--- config.mk ---
export PLATFORM = sky130hd
export DESIGN_NAME = updown_counter
export DESIGN_NICKNAME = d
export VERILOG_FILES = /design/src/rtl/updown_counter.sv
export SDC_FILE = /design/constraint.sdc
export NUM_CORES = 1
export LEC_CHECK = 0
export ABC_AREA = 1
export BUFFER_PORTS_ARGS = -buffer_cell sky130_fd_sc_hd__buf_4
export CAP_MARGIN = 10
export CELL_PAD_IN_SITES_DETAIL_PLACEMENT = 2
export CELL_PAD_IN_SITES_GLOBAL_PLACEMENT = 2
export CORE_ASPECT_RATIO = 0.6
export CORE_UTILIZATION = 33
export DETAILED_ROUTE_END_ITERATION = 10
export HOLD_SLACK_MARGIN = 0.12
export PLACE_DENSITY_LB_ADDON = 0.1
export SKIP_CTS_REPAIR_TIMING = 1
export SLEW_MARGIN = 0
export SYNTH_ARGS = -nofsm -noshare
export SYNTH_HDL_FRONTEND = slang
export SYNTH_SLANG_ARGS = --single-unit
--- constraint.sdc ---
create_clock -name clk -period 3.1 [get_ports clk]
set_input_delay 0.62 -clock clk [delete_from_list [all_inputs] [get_ports clk]]
set_output_delay 0.62 -clock clk [all_outputs]
set_load 0.01 [all_outputs]
--- src/rtl/updown_counter.sv ---
// -----------------------------------------------------------------------------
// updown_counter
//
// Up/down counter with a built-in button controller. It counts up on a press
// of `u` and down on a press of `d`. Pressing both buttons together clears the
// count. The step size, the upper limit and the limit mode (saturate or wrap)
// are set by parameters. The counter raises one-cycle event flags for each
// step and for each step that hits the limit.
//
// Optional feature: define UPDOWN_AUTOREPEAT_EN to enable auto-repeat. With
// it, a button held on its own steps again after REPEAT_DELAY hold cycles,
// and then every REPEAT_RATE hold cycles after that. Without it, each press
// produces exactly one step.
//
// Parameters:
//   WIDTH        counter width in bits (>= 2)
//   MAX_VAL      upper count limit, 1 .. 2^WIDTH-1
//   STEP         increment/decrement amount, 1 .. MAX_VAL
//   WRAP         0 = saturate at 0 / MAX_VAL, 1 = modulo (MAX_VAL+1)
//   REPEAT_DELAY hold cycles before the first auto-repeat step (>= 1)
//   REPEAT_RATE  hold cycles between later auto-repeat steps (>= 1)
//
// Ports:
//   clk          rising-edge clock
//   reset        asynchronous active-high reset
//   u, d         debounced, synchronous up/down buttons
//   count        registered count value
//   z            count == 0 (combinational)
//   m            count == MAX_VAL (combinational)
//   step_pulse   one-cycle flag after each INC/DEC count update
//   limit_pulse  with step_pulse, when that step was clipped or wrapped
// -----------------------------------------------------------------------------
module updown_counter #(
  parameter int WIDTH        = 8,
  parameter int MAX_VAL      = 255,
  parameter int STEP         = 1,
  parameter int WRAP         = 0,
  parameter int REPEAT_DELAY = 50,
  parameter int REPEAT_RATE  = 10
) (
  input  logic             clk,
  input  logic             reset,
  input  logic             u,
  input  logic             d,
  output logic [WIDTH-1:0] count,
  output logic             z,
  output logic             m,
  output logic             step_pulse,
  output logic             limit_pulse
);

  // Reject illegal parameter sets when the design is elaborated.
  if (WIDTH < 2 || MAX_VAL < 1 || STEP < 1 || STEP > MAX_VAL ||
      REPEAT_DELAY < 1 || REPEAT_RATE < 1) begin : g_bad_params
    $error("updown_counter: illegal parameter combination");
  end

  typedef enum logic [2:0] {
    INIT     = 3'd0,
    CLEAR    = 3'd1,
    IDLE     = 3'd2,
    INC      = 3'd3,
    HOLD_INC = 3'd4,
    DEC      = 3'd5,
    HOLD_DEC = 3'd6
  } state_t;

  state_t state;
  state_t state_next;

  // Step arithmetic is done one bit wider, so count+STEP and count+MAX_VAL+1
  // cannot overflow before the limit is checked.
  localparam logic [WIDTH:0] MAX_EXT  = (WIDTH+1)'(MAX_VAL);
  localparam logic [WIDTH:0] MOD_EXT  = (WIDTH+1)'(MAX_VAL + 1);
  localparam logic [WIDTH:0] STEP_EXT = (WIDTH+1)'(STEP);

  logic [WIDTH:0]   up_sum;
  logic             up_over;
  logic [WIDTH-1:0] up_val;
  logic             dn_under;
  logic [WIDTH-1:0] dn_val;
  logic             repeat_hit;

  always_comb begin
    up_sum  = {1'b0, count} + STEP_EXT;
    up_over = (up_sum > MAX_EXT);
    if (!up_over)
      up_val = WIDTH'(up_sum);
    else if (WRAP != 0)
      up_val = WIDTH'(up_sum - MOD_EXT);
    else
      up_val = WIDTH'(MAX_EXT);

    dn_under = ({1'b0, count} < STEP_EXT);
    if (!dn_under)
      dn_val = WIDTH'({1'b0, count} - STEP_EXT);
    else if (WRAP != 0)
      // Here count < STEP <= MAX_VAL, so the sum stays below MAX_VAL+1.
      dn_val = WIDTH'({1'b0, count} + MOD_EXT - STEP_EXT);
    else
      dn_val = '0;
  end

  assign z = (count == '0);
  assign m = (count == WIDTH'(MAX_VAL));

`ifdef UPDOWN_AUTOREPEAT_EN
  localparam int REPEAT_MAX = (REPEAT_DELAY > REPEAT_RATE) ? REPEAT_DELAY : REPEAT_RATE;
  localparam int HW         = $clog2(REPEAT_MAX + 1);

  logic [HW-1:0] hold_cnt;
  logic          repeat_mode;   // 0 until the first repeat of the current press
  logic [HW-1:0] hold_target;

  always_comb begin
    hold_target = repeat_mode ? HW'(REPEAT_RATE) : HW'(REPEAT_DELAY);
    // The transition is taken on the held cycle that makes the counter
    // reach the target, so the step lands 1+target cycles after the last one.
    repeat_hit  = (({1'b0, hold_cnt} + 1'b1) >= {1'b0, hold_target});
  end

  always_ff @(posedge clk or posedge reset) begin
    if (reset) begin
      hold_cnt    <= '0;
      repeat_mode <= 1'b0;
    end else begin
      case (state)
        IDLE: repeat_mode <= 1'b0;
        INC, DEC: hold_cnt <= '0;
        HOLD_INC: begin
          if (u && !d) begin
            hold_cnt <= hold_cnt + 1'b1;
            if (repeat_hit) repeat_mode <= 1'b1;
          end
        end
        HOLD_DEC: begin
          if (d && !u) begin
            hold_cnt <= hold_cnt + 1'b1;
            if (repeat_hit) repeat_mode <= 1'b1;
          end
        end
        default: ;
      endcase
    end
  end
`else
  assign repeat_hit = 1'b0;
`endif

  // State register plus count and event-flag updates.
  always_ff @(posedge clk or posedge reset) begin
    if (reset) begin
      state       <= INIT;
      count       <= '0;
      step_pulse  <= 1'b0;
      limit_pulse <= 1'b0;
    end else begin
      state       <= state_next;
      step_pulse  <= 1'b0;
      limit_pulse <= 1'b0;
      case (state)
        CLEAR: count <= '0;
        INC: begin
          count       <= up_val;
          step_pulse  <= 1'b1;
          limit_pulse <= up_over;
        end
        DEC: begin
          count       <= dn_val;
          step_pulse  <= 1'b1;
          limit_pulse <= dn_under;
        end
        default: ;
      endcase
    end
  end

  // Next-state logic. INC and DEC ignore the buttons and always last exactly
  // one cycle.
  always_comb begin
    state_next = state;
    case (state)
      INIT:  state_next = CLEAR;
      CLEAR: state_next = IDLE;
      IDLE: begin
        if (u && d)      state_next = CLEAR;
        else if (u)      state_next = INC;
        else if (d)      state_next = DEC;
      end
      INC: state_next = HOLD_INC;
      DEC: state_next = HOLD_DEC;
      HOLD_INC: begin
        if (u && d)          state_next = CLEAR;
        else if (!u)         state_next = IDLE;
        else if (repeat_hit) state_next = INC;
      end
      HOLD_DEC: begin
        if (u && d)          state_next = CLEAR;
        else if (!d)         state_next = IDLE;
        else if (repeat_hit) state_next = DEC;
      end
      default: state_next = INIT;
    endcase
  end

endmodule

* After elaboration in Yosys (flattened, before gate mapping) *
Index checks and enable logic that the tools add are counted.
Widths: inputs -> output; s select.

word-level totals
  bits in registers = 13
  bits of input ports = 4
  output and inout port bits = 12
  word-level logic and storage cells = 37

cells by class
  add/sub/neg operators = 2
  magnitude comparators = 2
  equal/unequal tests = 10
  multiplexer cells = 13
  reductions and logical operators = 6

operator list
  kind                 count
  $pmux 8 s3           1
  $mux 3               7
  $pmux 3 s7           1
  $mux 8               2
  $add 8x1->9 const B  1
  $eq 3x3->1 const B   3
  $gt 9x8->1 const B   1
  $eq 8x8->1 const B   1
  $logic_not 8->1      1
  $lt 8x1->1 const B   1
  $sub 8x1->8 const B  1
  $eq 3x2->1 const B   2
  $ne 3x3->1 const B   2
  $ne 4x4->1 const B   1
  $eq 3x1->1 const B   1
  $logic_not 3->1      1
  $reduce_and 3->1     1
  $reduce_bool 3->1    1
  $pmux 1 s2           1
  $reduce_or 2->1      1
  $logic_and 1x1->1    1
  $mux 1               1

* Logic depth before layout (Yosys ltp) *
Gate-level depths: netlist (run 1).

  depth after elaboration = 4
  gate-level depth with buffers = 11
  depth with buffers taken out = 11

* Worst setup path after synthesis (run 1) *
OpenSTA, ideal clock, no wires.

  path kind = register to output
  from = register count[1]
  to = output m
  arrival time = 1,081 ps
  required time = 2,480 ps
  path slack = 1,399 ps
  cell stages (with the launch flop) = 6
  buffers on the path = 0
  cells stage by stage = dfrtp_1 > ha_1 > nand2_1 > inv_1 > nand2_1 > nor2_2

on the way
  longest elaborated chain between the ends = 1

ends and longest elaborated chain
  what                    RTL line  source
  from (decl)             45        output logic [WIDTH-1:0] count,
  from (signal assigned)  164       count <= up_val;
  from (signal assigned)  169       count <= dn_val;
  $eq 8x8->1              105       assign m = (count == WIDTH'(MAX_VAL));
  to (decl)               47        output logic m,

Every way passes these cells.

* Worst setup path in the final report (run 1) *
Ends and elaborated chain as after synthesis.

==> results of run 1 <==
## cell type report
class	instances	share of cell area, %
Clock buffer	4	3.45
Inverter	26	7.67
Multi-Input combinational cell	125	51.0
Sequential cell	13	24.9
Tap cell	45	4.31
Timing Repair Buffer	15	8.63
## cell usage after synthesis
| cell | number |
|---|---|
| o21ai_1 | 4 |
| a21oi_2 | 1 |
| o211ai_1 | 1 |
| o21ai_0 | 3 |
| o21bai_2 | 1 |
| nor3_1 | 2 |
| nor2_4 | 4 |
| o21bai_1 | 1 |
| nand4_1 | 2 |
| nand2_4 | 1 |
| inv_1 | 16 |
| a31oi_1 | 1 |
| xor2_1 | 3 |
| buf_4 | 1 |
| buf_6 | 2 |
| nor3_4 | 1 |
| nor3b_1 | 1 |
| nor2_1 | 21 |
| nor3_2 | 1 |
| nor2_2 | 5 |
| nand3_1 | 16 |
| nand2_1 | 48 |
| nand3_2 | 2 |
| ha_1 | 4 |
| buf_2 | 2 |
| inv_4 | 1 |
| dfrtp_1 | 13 |
| inv_2 | 9 |
| a21oi_1 | 2 |
## logic make-up after synthesis
group	after synthesis	share of synthesized area [%]
fa+ha+maj	4	4.42
simple gates	104	44.5
buf+inv	31	12.4
flops	13	28.8
xor+xnor	3	2.32
compound gates	14	7.63
## critical path, cell delays in order, from the launching register on
cell     delay [ns]
dfrtp_1        0.52
ha_1           0.29
nand2_1        0.10
inv_1          0.09
nand2_1        0.08
nor2_2         0.15
buf_4          0.14
## sequential cells by signal, summed over array words and instances, names as in the netlist
| register | cells |
|---|---|
| state | 3 |
| limit_pulse | 1 |
| count | 8 |
| step_pulse | 1 |
## worst paths after layout
path                             to  depth (start not counted)     start  slack [ns]
setup reg to reg           count[0]                         10  count[0]        1.19
min in group clk           state[2]                          3         d        0.68
setup / recovery                  m                          6  count[1]        0.85
max in group asynchronous  state[0]                          2     reset        2.30
hold reg to reg            count[7]                          2  count[7]        0.70
hold / removal             count[3]                          2     reset        0.42
## power by group through the flow
stage	registers (µW)	clock network [µW]	logic [µW]
after global routing	390	168	836
final	374	161	738
after floorplan	314	0	555
after detailed placement	375	0	738
after CTS	375	163	749
after global placement	363	0	704
## cell usage in the layout, fill, tap and decap left out, drive strengths merged
master / instances
nand2: 49
nor2: 30
inv: 26
nand3: 18
buf: 15
dfrtp: 13
o21ai: 7
ha: 4
clkbuf: 4
nor3: 4
xor2: 3
a21oi: 3
nand4: 2
o21bai: 2
a31oi: 1
o211ai: 1
nor3b: 1
## metrics by stage
| step | setup slack (ns) | hold WS [ns] |
|---|---|---|
| floorplan | 1.40 | 0.497 |
| global placement | 1.27 | 0.649 |
| detailed placement | 1.15 | 0.686 |
| CTS | 0.848 | 0.455 |
| global route | 0.721 | 0.485 |
| finish | 0.849 | 0.423 |
## routing by layer
layer  track usage, %  vias to the layer above  wire (µm)
li1                 -                      551          -
met1             33.4                      561       2070
met2             35.4                       19       1590
met3             4.47                        0        131
met4             3.40                        0          0
met5                0                        -          0
==> out/results.tsv, run 1 <==
metric	value	unit
Die Wd	77.6	µm
share of the synthesized area in the top cell type	28.8	%
Antenna Violating Nets Remaining	0	
Max Fclk	444	MHz
H-tree depth	1	
Synth Instances	169	
core area	3260	µm²
Multi-input gate area	666	µm²
Synth Warn #	0	
PwrDens	976	nW/µm²
clk slew on worst S/H paths	0.07	ns
Num CTS Buffers	3	
Total Routing Usage GR	22.7	%
DP Area	1260	µm²
CTS Root Cell	clkbuf_8	
crit path capture type	output port	
leading post-synthesis cells by cell area	dfrtp_1 (29%), nand2_1 (16%), nand3_1 (7.1%), nor2_1 (7.0%), inv_1 (5.3%)	
DIE HEIGHT	47.4	µm
Ant. Diodes	0	
Yosys cell types	29	
setup violators final	0	
Final Instance Area	1310	µm²
Max VDD drop	355	µV
DRT Pass-1 Iters	4	
outcome	finished, final reports clean	
final RePlAce weighted congestion	0.814	
switching pwr	679	µW
fraction of layout cells with a size suffix above 1	24.0	%
Total Nets Final	192	
Pins Over Slew Limit	0	
total power	1270	µW
port bufs	15	
Pint	594	µW
Routed WL	3800	µm
first-pass GRT wire length	6070	µm
initial core utilization	34.7	%
Sink Count	13	
Final Cycle Share	72.6	%
sequential area share after synthesis	28.8	%
final cell count without fillers	228	
fillers	415	
antenna violations before repair	0	
synthesis-stage register bit count	13	
Iter 0 DRT Violations	59	
max_cap viols	0	
vias per cell	4.96	
utilization after layout	40.0	%
clock network power share	12.6	%
largest net degree at the start of global routing	14	
Critical Path RT	2.48	ns
vias in the first global route	1120	
Mapped Avg Cell Area	6.69	µm²
clk_skew	0.00733	ns
RSZ-0062 raised after global routing	no	
dpl hpwl	2950	µm
Area growth syn-to-layout	15.4	%
hold crit path type	primary input to async pin	
routed via count	1131	
Die ar.	3670	µm²
max_slew headroom	47.0	%
Hold Vio Cnt, Final	0	
Critical Path AT	1.63	ns
CTS max path bufs	2	
setup TNS	0	ns
FP Rows	16	
CTS tree	done	
GRT Residual Overflow	0	
Worst setup SP type	register	
wire per inst	16.7	µm
Leak	0.000691	µW
Seq pwr share	29.4	%
CP Max Fanout	8	
Tmin final	2.25	ns
largest area contributor in the netlist	dfrtp_1	
dpl cells	224	
Mapped Area	1130	µm²
storage element area	325	µm²
combinational power share	58.0	%
Worst Max-Slew Pin Slew	0.790	ns
Switching Fraction	53.3	%
critical path class	register to output port	
Worst-Skew Late Latency	0.25	ns
Top Ports	16	
Mapped Nets	177	
Post-route DRC	0	
(Power assumes the default switching activity.)
==> inputs of run 2 (changes only) <==
--- a/config.mk
+++ b/config.mk
@@ -11,7 +11,7 @@
 export CELL_PAD_IN_SITES_DETAIL_PLACEMENT = 2
 export CELL_PAD_IN_SITES_GLOBAL_PLACEMENT = 2
 export CORE_ASPECT_RATIO = 0.6
-export CORE_UTILIZATION = 33
+export CORE_UTILIZATION = 28
 export DETAILED_ROUTE_END_ITERATION = 10
 export HOLD_SLACK_MARGIN = 0.12
 export PLACE_DENSITY_LB_ADDON = 0.1
==> constraint.sdc (replaced) <==
create_clock -name clk -period 1.8 [get_ports clk]
set_input_delay 0.36 -clock clk [delete_from_list [all_inputs] [get_ports clk]]
set_output_delay 0.36 -clock clk [all_outputs]
set_load 0.01 [all_outputs]
==> run 2 against run 1 <==
Clock skew is 0.0024 ns lower. Hold slack worse by 0.25 ns. Global-route usage is 3.2 points lower. First-iteration DRC count is 51% lower. Via count is 1.7% higher. Design area is 11% higher. Sequential power is 75% higher. Combinational power is 95% higher. Clock power is 67% higher. Worst setup slack worse by 0.81 ns. Flip-flop and latch count stayed put. Largest power group unchanged.
==> out/results.tsv, run 2 (synthesized netlist as in run 1, its figures left out) <==
metric	value	unit	change
outcome	finished, final reports clean		
critical path class	register to output port		
Seq pwr share	27.7	%	-1.7 points
vias per cell	4.83		-2.6%
Final Cycle Share	97.7	%	
CP Cell Sequence	ha_4 -> nand2_2 -> inv_2 -> nand2_2 -> nor2_4 -> buf_6		
Worst setup SP type	register		
Critical Path AT	1.40	ns	-0.23 ns
Crit-path slowest cell	dfrtp_2		
setup violators final	0		unchanged
Pins Over Slew Limit	0		unchanged
Iter 0 DRT Violations	29		-51%
antenna violations before repair	0		unchanged
Top reg by flops	count		
Critical Path RT	1.44	ns	-1.04 ns
clk_skew	0.00497	ns	-0.00235 ns
DRT Pass-1 Iters	4		unchanged
Sink Count	13		unchanged
Max VDD drop	578	µV	+63%
Total Routing Usage GR	19.5	%	-3.2 points
core area	3760	µm²	+15%
crit path capture type	output port		
GRT Residual Overflow	0		unchanged
top flop regs	count: 8 flops, state: 3 flops		
Worst-Skew Late Latency	0.25	ns	about the same
FP Rows	17		+1
clock network power share	11.4	%	-1.2 points
vias in the first global route	1174		+4.8%
DIE HEIGHT	51.2	µm	+8.2%
Max Fclk	569	MHz	
dpl hpwl	2990	µm	+1.5%
CP Max Fanout	8		unchanged
H-tree depth	1		unchanged
total power	2370	µW	+86%
largest net degree at the start of global routing	14		unchanged
wire per inst	16.8	µm	+0.79%
routed via count	1150		+1.7%
initial core utilization	30.0	%	-4.6 points
Largest delay share family, worst path	flip-flops		
Worst Path Buf+Inv	2		unchanged
Ant. Diodes	0		unchanged
Worst Max-Slew Pin Slew	0.580	ns	-0.210 ns
commonest non-fill, non-tap cell in the layout	nand2_1		
setup TNS	0	ns	unchanged
Die ar.	4310	µm²	+17%
Setup WS post-layout	0.0422	ns	-0.807 ns
hold crit path type	primary input to async pin		
fraction of layout cells with a size suffix above 1	38.2	%	+14 points
Routed WL	4000	µm	+5.2%
Num CTS Buffers	3		unchanged
Leak	0.000745	µW	+7.8%
Most common cell on crit path	nand2_2		
Largest register FFs	8		unchanged
CTS tree	done		
max_cap viols	0		unchanged
max_slew headroom	61.3	%	+14 points
Antenna Violating Nets Remaining	0		unchanged
critical path's largest stage delay	0.48	ns	-0.04 ns
Area growth syn-to-layout	28.3	%	
pre-CTS worst setup slack	-0.0232	ns	-1.18 ns
clk slew on worst S/H paths	0.06	ns	about the same
Pint	1130	µW	+90%
fillers	457		+10%
PwrDens	1630	nW/µm²	+67%
Hold Vio Cnt, Final	0		unchanged
switching pwr	1240	µW	+82%
Switching Fraction	52.2	%	-1.1 points
most frequent cells in the layout	nand2_1 (44), buf_4 (22), nor2_1 (19), inv_1 (13)		
combinational power share	61.0	%	+3.0 points
CTS Root Cell	clkbuf_8		
final RePlAce weighted congestion	0.847		+4.0%
Die Wd	84.1	µm	+8.3%
Tmin final	1.76	ns	
first-pass GRT wire length	6160	µm	+1.5%
port bufs	15		unchanged
Post-route DRC	0		unchanged
Hold Worst Slack	0.177	ns	-0.247 ns
Total Nets Final	200		+4.2%
Top Ports	16		unchanged
CTS max path bufs	2		unchanged
run 2: changes by cell type in the layout (fill, tap and decap cells not counted), moves of 3 or more:
cell | previous run | this run
inv_2 | 9 | 12
dfrtp_1 | 13 | 7
buf_4 | 15 | 22
nand3_1 | 16 | 12
nand2_1 | 48 | 44
nand3_2 | 2 | 5
inv_1 | 16 | 13
nand2_2 | 0 | 4
dfrtp_2 | 0 | 6
run 2: area by class of cell:
| type | count | area [µm²] | share of cell area [%] |
|---|---|---|---|
| well taps | 47 | 58.8 | 4.05 |
| flip-flops and latches | 13 | 333 | 22.9 |
| repair buffers | 23 | 176 | 12.2 |
| clock buffers | 4 | 45.0 | 3.10 |
| inverters | 26 | 100 | 6.90 |
| multi-input cells | 125 | 738 | 50.9 |
run 2: final timing paths:
check	start	end	slack (ns)	depth (start not counted)
max in group asynchronous	reset	count[4]	1.21	2
worst min-delay path	reset	count[7]	0.18	2
worst max register to register	count[1]	limit_pulse	0.11	10
worst min register to register	count[4]	count[4]	0.65	2
worst max-delay path	count[1]	m	0.04	6
min in group clk	d	state[2]	0.40	3
run 2: routing by layer:
layer  vias to the layer above  wire, µm  GRT usage [%]
met5                         -         0              0
met4                         0        16           2.59
met3                         2       162           4.04
met2                        20      1610           28.7
met1                       560      2200           29.5
li1                        568         -              -
run 2: power groups by stage:
stage / Sequential (µW) / Clock, µW / Combinational, µW
2_1_floorplan: 542 / 0 / 957
5_1_grt: 674 / 290 / 1620
6_report: 655 / 269 / 1440
4_1_cts: 637 / 284 / 1330
3_3_place_gp: 630 / 0 / 1280
3_5_place_dp: 643 / 0 / 1310
run 2: per-stage QoR:
step                      instance area, µm²  util [%]  std cells
final                                   1450      38.6        238
after global routing                    1450      38.6        238
after detailed placement                1280      34.1        229
after floorplan                         1130         -        169
after CTS                               1330      35.3        233
after global placement                  1280      34.1        229
